--- config.mk ---
export PLATFORM = sky130hd
export DESIGN_NAME = wam_score_display
export DESIGN_NICKNAME = d
export VERILOG_FILES = /design/src/rtl/wam_pkg.sv /design/src/rtl/seg7_glyph.sv /design/src/rtl/wam_score_display.sv
export SDC_FILE = /design/constraint.sdc
export NUM_CORES = 1
export LEC_CHECK = 0
export ABC_AREA = 1
export CAP_MARGIN = 20
export CORE_ASPECT_RATIO = 0.6
export CORE_MARGIN = 1
export CORE_UTILIZATION = 51
export DETAILED_ROUTE_END_ITERATION = 6
export GPL_ROUTABILITY_DRIVEN = 1
export PLACE_DENSITY = 0.81
export SLEW_MARGIN = 20
export SYNTH_ARGS = -nofsm -noshare
export SYNTH_HDL_FRONTEND = slang
export SYNTH_SLANG_ARGS = --single-unit
--- constraint.sdc ---
create_clock -name clk -period 2.3 [get_ports clk]
set_clock_uncertainty 0.15 [all_clocks]
set_input_delay 0.69 -clock clk [delete_from_list [all_inputs] [get_ports clk]]
set_output_delay 0.69 -clock clk [all_outputs]
set_load 0.1 [all_outputs]
--- src/rtl/wam_pkg.sv ---
// Shared state codes, blink phase type and glyph codes for the score display.
// The game FSM drives the same ST_* codes on its state output.
package wam_pkg;

  typedef enum logic [2:0] {
    ST_IDLE     = 3'd0,
    ST_GAMEPLAY = 3'd1,
    ST_END      = 3'd2,
    ST_CODE3    = 3'd3,
    ST_CODE4    = 3'd4,
    ST_CODE5    = 3'd5,
    ST_CODE6    = 3'd6,
    ST_CODE7    = 3'd7
  } wam_state_e;

  typedef enum logic {
    PH_VISIBLE = 1'b0,
    PH_HIDDEN  = 1'b1
  } blink_phase_e;

  // Glyph codes 0..15 are the hex digits themselves; letters reuse A and E.
  typedef logic [4:0] glyph_t;

  localparam glyph_t GL_A     = 5'd10;
  localparam glyph_t GL_E     = 5'd14;
  localparam glyph_t GL_P     = 5'd16;
  localparam glyph_t GL_L     = 5'd17;
  localparam glyph_t GL_Y     = 5'd18;
  localparam glyph_t GL_DASH  = 5'd19;
  localparam glyph_t GL_BLANK = 5'd20;

  localparam logic [6:0] SEG_BLANK = 7'h7F;

  function automatic glyph_t hex_glyph(input logic [3:0] v);
    return {1'b0, v};
  endfunction

endpackage

--- src/rtl/seg7_glyph.sv ---
// Glyph code to active-low segment pattern {g,f,e,d,c,b,a}.
// Unused codes render blank.
module seg7_glyph
  import wam_pkg::*;
(
  input  glyph_t     glyph,
  output logic [6:0] seg_n
);

  always_comb begin
    seg_n = SEG_BLANK;
    case (glyph)
      5'd0:    seg_n = 7'h40;
      5'd1:    seg_n = 7'h79;
      5'd2:    seg_n = 7'h24;
      5'd3:    seg_n = 7'h30;
      5'd4:    seg_n = 7'h19;
      5'd5:    seg_n = 7'h12;
      5'd6:    seg_n = 7'h02;
      5'd7:    seg_n = 7'h78;
      5'd8:    seg_n = 7'h00;
      5'd9:    seg_n = 7'h10;
      GL_A:    seg_n = 7'h08;
      5'd11:   seg_n = 7'h03;
      5'd12:   seg_n = 7'h46;
      5'd13:   seg_n = 7'h21;
      GL_E:    seg_n = 7'h06;
      5'd15:   seg_n = 7'h0E;
      GL_P:    seg_n = 7'h0C;
      GL_L:    seg_n = 7'h47;
      GL_Y:    seg_n = 7'h11;
      GL_DASH: seg_n = 7'h3F;
      default: seg_n = SEG_BLANK;
    endcase
  end

endmodule

--- src/rtl/wam_score_display.sv ---
// 4-digit multiplexed 7-seg driver for the game's score/lives/state outputs.
// Define WAM_DISP_BLINK_EN to blink the END_SCREEN.
module wam_score_display
  import wam_pkg::*;
#(
  parameter int unsigned REFRESH_DIV = 100000,
  parameter int unsigned BLINK_DIV   = 50000000
) (
  input  logic       clk,
  input  logic       reset,
  input  logic [3:0] score,
  input  logic [3:0] lives,
  input  logic [2:0] state,
  output logic [3:0] an,
  output logic [6:0] seg,
  output logic       dp
);

  if (REFRESH_DIV < 1 || BLINK_DIV < 1) begin : g_bad_param
    $error("wam_score_display: REFRESH_DIV and BLINK_DIV must be >= 1");
  end

  localparam int unsigned REF_W = (REFRESH_DIV > 1) ? $clog2(REFRESH_DIV) : 1;
  localparam logic [REF_W-1:0] REF_LAST = REF_W'(REFRESH_DIV - 1);

  logic [REF_W-1:0] ref_cnt_q, ref_cnt_d;
  logic [1:0]       idx_q, idx_d;
  logic             boot_q, boot_d;
  logic [3:0]       score_lat_q, score_lat_d;
  logic [3:0]       lives_lat_q, lives_lat_d;
  wam_state_e       state_lat_q, state_lat_d;
  logic [3:0]       an_q, an_d;
  logic [6:0]       seg_q, seg_d;

  logic             ref_tc;
  logic             frame_latch;
  logic             score_tens;
  logic [3:0]       score_units;
  glyph_t           tens_glyph;
  glyph_t           glyph_sel;
  logic [6:0]       seg_raw;
  logic             blink_hide;

  // Scan timing and frame latch; inputs are only sampled at frame boundaries
  // so a mid-frame change never tears the display.
  always_comb begin
    ref_tc      = (ref_cnt_q == REF_LAST);
    ref_cnt_d   = ref_tc ? '0 : ref_cnt_q + 1'b1;
    idx_d       = ref_tc ? idx_q + 2'd1 : idx_q;
    frame_latch = boot_q || (ref_tc && (idx_q == 2'd3));
    boot_d      = 1'b0;
    score_lat_d = score_lat_q;
    lives_lat_d = lives_lat_q;
    state_lat_d = state_lat_q;
    if (frame_latch) begin
      score_lat_d = score;
      lives_lat_d = lives;
      state_lat_d = wam_state_e'(state);
    end
  end

  always_comb begin
    score_tens  = (score_lat_q >= 4'd10);
    score_units = score_tens ? score_lat_q - 4'd10 : score_lat_q;
    tens_glyph  = score_tens ? hex_glyph(4'd1) : GL_BLANK;
    glyph_sel   = GL_DASH;
    case (state_lat_q)
      ST_IDLE: begin
        case (idx_q)
          2'd0:    glyph_sel = GL_Y;
          2'd1:    glyph_sel = GL_A;
          2'd2:    glyph_sel = GL_L;
          default: glyph_sel = GL_P;
        endcase
      end
      ST_GAMEPLAY: begin
        case (idx_q)
          2'd0:    glyph_sel = hex_glyph(score_units);
          2'd1:    glyph_sel = tens_glyph;
          2'd2:    glyph_sel = hex_glyph(lives_lat_q);
          default: glyph_sel = GL_L;
        endcase
      end
      ST_END: begin
        case (idx_q)
          2'd0:    glyph_sel = hex_glyph(score_units);
          2'd1:    glyph_sel = tens_glyph;
          2'd2:    glyph_sel = GL_BLANK;
          default: glyph_sel = GL_E;
        endcase
      end
      default: glyph_sel = GL_DASH;
    endcase
  end

  seg7_glyph u_glyph (
    .glyph (glyph_sel),
    .seg_n (seg_raw)
  );

`ifdef WAM_DISP_BLINK_EN
  localparam int unsigned BLK_W = (BLINK_DIV > 1) ? $clog2(BLINK_DIV) : 1;
  localparam logic [BLK_W-1:0] BLK_LAST = BLK_W'(BLINK_DIV - 1);

  logic [BLK_W-1:0] blink_cnt_q, blink_cnt_d;
  blink_phase_e     phase_q, phase_d;

  // Counter idles at zero/visible outside END_SCREEN, so entry always starts fresh.
  always_comb begin
    blink_cnt_d = '0;
    phase_d     = PH_VISIBLE;
    if (state_lat_q == ST_END) begin
      if (blink_cnt_q == BLK_LAST) begin
        blink_cnt_d = '0;
        phase_d     = (phase_q == PH_VISIBLE) ? PH_HIDDEN : PH_VISIBLE;
      end else begin
        blink_cnt_d = blink_cnt_q + 1'b1;
        phase_d     = phase_q;
      end
    end
  end

  always_ff @(posedge clk) begin
    if (reset) begin
      blink_cnt_q <= '0;
      phase_q     <= PH_VISIBLE;
    end else begin
      blink_cnt_q <= blink_cnt_d;
      phase_q     <= phase_d;
    end
  end

  assign blink_hide = (phase_q == PH_HIDDEN) && (state_lat_q == ST_END);
`else
  assign blink_hide = 1'b0;
`endif

  always_comb begin
    an_d  = blink_hide ? '1 : ~(4'b0001 << idx_q);
    seg_d = blink_hide ? SEG_BLANK : seg_raw;
  end

  always_ff @(posedge clk) begin
    if (reset) begin
      ref_cnt_q   <= '0;
      idx_q       <= '0;
      boot_q      <= 1'b1;
      score_lat_q <= '0;
      lives_lat_q <= '0;
      state_lat_q <= ST_IDLE;
      an_q        <= '1;
      seg_q       <= SEG_BLANK;
    end else begin
      ref_cnt_q   <= ref_cnt_d;
      idx_q       <= idx_d;
      boot_q      <= boot_d;
      score_lat_q <= score_lat_d;
      lives_lat_q <= lives_lat_d;
      state_lat_q <= state_lat_d;
      an_q        <= an_d;
      seg_q       <= seg_d;
    end
  end

  assign an  = an_q;
  assign seg = seg_q;
  assign dp  = 1'b1;

endmodule

## Yosys cells after proc, flatten, opt, wreduce, memory -nomap -nowiden

Memories as Yosys holds them, arrays and structs flattened. A register that Yosys moved wholly into a read port is not among the register bits.
Cells that the tools add are included.

| word-level totals | value |
|---|---|
| bits in registers | 35 |
| bits in read-only memories | 224 |
| bits of input ports | 13 |
| logic and storage cells | 32 |
| memories | 1 |

Memory list:

| memory | words | bits a word | rd ports | clocked after Yosys merged registers in | wr ports | RTL line | text |
|---|---|---|---|---|---|---|---|
| (no name shown) | 32 | 7 | 1 | 1 | 0 | seg7_glyph.sv:12 | `case (glyph)` |

| operators by class | value |
|---|---|
| $add $sub $neg | 3 |
| $lt $le $gt $ge | 1 |
| eq/ne operators | 6 |
| shift-type cells | 1 |
| mux-type cells | 7 |
| bitwise operators | 1 |
| reductions and logical operators | 5 |

Operator list:

| cell | number |
|---|---|
| 5-bit one-hot mux with 3 select lines | 4 |
| 17-bit by 1-bit adder with 17-bit output, second input constant | 1 |
| 17-bit equality test, second input constant | 1 |
| 5-bit two-way mux | 1 |
| 2-bit equality test, second input constant | 2 |
| 4-bit >= comparator, second input constant | 1 |
| 4-bit two-way mux | 1 |
| 4-bit inverter | 1 |
| 1-bit by 2-bit left shift with 4-bit output, first input constant | 1 |
| 4-bit subtractor, second input constant | 1 |
| 3-bit by 1-bit equality test with 1-bit output, second input constant | 1 |
| 3-bit by 2-bit equality test with 1-bit output, second input constant | 1 |
| 3-bit zero test | 1 |
| 2-bit by 1-bit adder with 2-bit output, second input constant | 1 |
| 2-bit by 1-bit equality test with 1-bit output, second input constant | 1 |
| 2-bit zero test | 1 |
| 2-bit OR reduction | 1 |
| 1-bit logical AND | 1 |
| 1-bit logical OR | 1 |
| 1-bit two-way mux | 1 |

## Logic depth before layout (Yosys ltp)

| logic depth | value |
|---|---|
| word-level depth | 4 |
| mapped depth | 16 |
| gate-level depth less buffers | 15 |

## Cells and area by module

A second synthesis with hierarchy kept.

| second synthesis, totals | value |
|---|---|
| cell total of the unflattened synthesis | 361 |
| area total of the unflattened synthesis | 2,427.3 um2 |

Modules (own cells, without submodules):

| module | instances | cells each | area an instance (um2) |
|---|---|---|---|
| wam_score_display | 1 | 285 | 2,030.7 |
| seg7_glyph | 1 | 76 | 396.6 |

## Least setup slack after synthesis

No wires, ideal clock.

| timing | value |
|---|---|
| path kind | reg2reg |
| from | reg idx_q[0] |
| to | reg seg_q[0] (netlist: seg[0]) |
| setup time | 115 ps |
| arrival | 2,007 ps |
| required time | 2,035 ps |
| slack | 28 ps |
| stages on the path, launching flop included | 15 |
| path buffers | 0 |
| cell sequence | dfxtp_1 > inv_1 > ha_1 > o21ai_0 > nand2_1 > a21oi_1 > and2_1 > inv_1 > ha_1 > inv_1 > nand3_1 > nand2_1 > nor2_1 > nor2_1 > nand2_1 |

| on the way | value |
|---|---|
| word-level cells in the longest chain between the ends | 3 |
| elaborated cells between the ends (all ways) | 7 |
| classes of those cells | eq/ne (2); mux (4); reduce/logical (1) |

Ends and longest elaborated chain:

| item | RTL line | text |
|---|---|---|
| start, declared | wam_score_display.sv:27 | `logic [1:0] idx_q, idx_d;` |
| start signal, assigned | wam_score_display.sv:155 | `idx_q <= idx_d;` |
| 2-bit equality test (tied with other cells) | wam_score_display.sv:69, wam_score_display.sv:77, wam_score_display.sv:85 |  |
| 5-bit one-hot mux with 3 select lines, on equally long branches | wam_score_display.sv:85, wam_score_display.sv:69, wam_score_display.sv:77 |  |
| 5-bit one-hot mux with 3 select lines (*) | wam_score_display.sv:67 | `case (state_lat_q)` |
| end, declared | wam_score_display.sv:33 | `logic [6:0] seg_q, seg_d;` |

Mark *: on every way between the ends. The rest lies on a longest branch, timed or not.
A chain may end at the register's enable or synchronous reset.

## Final worst setup path

Ends and elaborated chain as after synthesis.

==> impl_metrics.json <==
{
  "row_count": 18,
  "htreeDepth": 2,
  "worstPathArrival_ps": 2250,
  "end_kind": "flip-flop",
  "n_antenna_cell": 0,
  "yosysSeqAreaShare": 0.349,
  "die_area_sq_mm": 0.00501,
  "nFillCells": 360,
  "netlist_instances": 352,
  "outcome": "completed",
  "synthToLayoutAreaGrowth_pct": 27.6,
  "min_path_cells": 1,
  "ant_nets": 0,
  "hold_buffers": 0,
  "power.total_mw": 1.84,
  "num_vias": 2436,
  "maxCapViolCount": 0,
  "via_per_inst": 5.41,
  "layout_commonest_cell": "nand2_1",
  "irDropWorstVdd_mv": 0.353,
  "final_util": 0.711,
  "cts_tree": "built",
  "path_cells": "inv_1, buf_4, ha_4, nand2_1, nand2_1, nand2_1, and2_4, inv_1, ha_2, inv_1, nand3_1, nand2_1, nor2_1, nor2_1, nand2_1",
  "gp_congestion": 0.938,
  "synth.avg_cell_area_sq_um": 6.84,
  "drt-initial-drc-count": 329,
  "hold_class": "flip-flop to flip-flop",
  "hp-start": "ref_cnt_q[0]",
  "overflow": 0,
  "critPathMaxFanout": 6,
  "synth_nets": 379,
  "grt_max_degree": 20,
  "die_x_um": 90.7,
  "r2r_cells": 15,
  "fin_crit_sh": 0.961,
  "slew_violations": 0,
  "startpoint_type": "flip-flop",
  "r2r_slack_ps": 90,
  "synth-seq-cells": 42,
  "die_h_um": 55.2,
  "setup_violations": 0,
  "setup.worst_path.class": "flip-flop to flip-flop",
  "p_per_area_mw_per_mm2": 600,
  "initial_utilization": 0.557,
  "layout.nets": 416,
  "clk_path_buf_depth": 2,
  "wl_per_cell_um": 13.7,
  "grt_pass1_vias": 2039,
  "leakage_nw": 1.40,
  "crit_top_cell": "nand2_1",
  "netlist_area_sq_mm": 0.00241,
  "fin_setup_tns_ps": 0,
  "firstDrtPassIters": 5,
  "port_buffers": 23,
  "dp_worst_setup_slack_ps": -12.8,
  "num_io_pins": 25,
  "max_freq_mhz": 453,
  "synthTopCellsByArea": "dfxtp_1 35%, nand2_1 16%, nand3_1 8.3%",
  "antenna_found_initial": 0,
  "core-area_sq_mm": 0.00432,
  "drive_above_1_share": 0.195,
  "hold_ws_ps": 323,
  "whs_endpoint": "ref_cnt_q[0]",
  "clkLatencyLatePin_ps": 300,
  "clk_pin_slew_ps": 90,
  "hold_viol": 0,
  "netlist.area_leader.share": 0.349,
  "place.detailed.hpwl_mm": 4.44,
  "grt.total_usage": 0.240,
  "slowest_delay_ps": 360,
  "yosys_warnings": 0,
  "mostFrequentLayoutCells": "100 x nand2_1, 42 x dfxtp_1, 39 x nand3_1, 33 x a21oi_1, 30 x inv_1",
  "r2r-end": "seg[0]",
  "yosysTopAreaCell": "dfxtp_1",
  "reg2reg_from": "idx_q[0]",
  "crit_required_ps": 2340,
  "cts-buffers-inserted": 5,
  "synth_cell_types": 33,
  "cts_root_buf": "clkbuf_8",
  "grt_pass1_wl_mm": 9.49,
  "routed_wl_mm": 6.17,
  "cp_slowest_cell": "dfxtp_1",
  "remaining_drc_errors": 0,
  "layout_setup_ws_ps": 90.5,
  "post_cts_buffers": 0,
  "finalCriticalPeriod_ps": 2210,
  "cts_sinks": 42
}
registers in the layout, summed over array words and instances (netlist names):
signal	cells
ref_cnt_q	17
seg	7
an	4
lives_lat_q	4
score_lat_q	4
state_lat_q	3
idx_q	2
boot_q	1
per-stage QoR:
stage	instances	instance area, sq um
floorplan	352	2410
global placement	442	2880
detailed placement	442	2880
CTS	450	3000
global route	450	3070
finish	450	3070
kinds of logic after synthesis:
family,after synthesis,share of synthesized area
other,1,0.00156
AO/OA/AOI/OAI,44,0.0951
AND/OR/NAND/NOR,201,0.384
XOR/XNOR,4,0.0145
buffers and inverters,46,0.0826
flip-flops,42,0.349
adder cells (fa/ha/maj),14,0.0727
how the worst max path moves through the flow:
stage,from,end,slack [ps],depth (start not counted)
after floorplan,idx_q[0],seg[0],30,14
after global placement,idx_q[1],seg[0],90,14
after detailed placement,idx_q[1],seg[0],-10,14
after CTS,idx_q[1],seg[0],1,14
after global routing,idx_q[0],seg[0],-80,14
final,idx_q[0],seg[0],90,15
where the power goes:
group,switching (mW),internal [mW]
Clock,0.276,0.326
Combinational,0.288,0.166
Sequential,0.0281,0.760
timing repair:
item,CTS,global route
endpoints found under the setup margin,2,7
pin swaps,0,3
gates resized for setup,1,20
final cells by class:
class	count	area, sq um	share of cell area
clock inverters	3	43.8	0.0143
repair buffers	39	460	0.150
inverters	37	139	0.0452
flip-flops and latches	42	841	0.274
well taps	60	75.1	0.0244
multi-input cells	264	1450	0.470
clock buffers	5	68.8	0.0224
layer usage:
layer  wire length (um)  vias to the layer above  GRT usage
li1                   -                     1200          -
met1               2860                     1083      0.363
met2               2570                      141      0.326
met3                673                       12     0.0840
met4                 64                        0     0.0415
met5                  0                        -          0
worst max-delay path: cells and delay by family, from the launching register on:
| kind | cells | cell delay, ps |
|---|---|---|
| DFF | 1 | 360 |
| buffers and inverters | 4 | 450 |
| and+or+nand+nor | 9 | 760 |
| adders and majority gates | 2 | 390 |
synthesized netlist by cell type:
library cell,instances
nand2_1,101
dfxtp_1,42
nand3_1,40
a21oi_1,35
inv_1,32
nor2_1,28
ha_1,14
nor3_1,6
inv_2,5
o21ai_0,5
nand3_2,4
buf_4,3
clkbuf_1,3
nand2_2,3
nand2_4,3
nor2_2,3
xor2_1,3
buf_6,2
nand4_1,2
nor2_4,2
nor3_2,2
or2_0,2
or2_2,2
a21oi_2,1
and2_1,1
and3_1,1
buf_1,1
conb_1,1
nor3b_1,1
o211ai_1,1
o21a_1,1
o21ai_1,1
xnor2_1,1
Power figures use the tool's default switching activity.
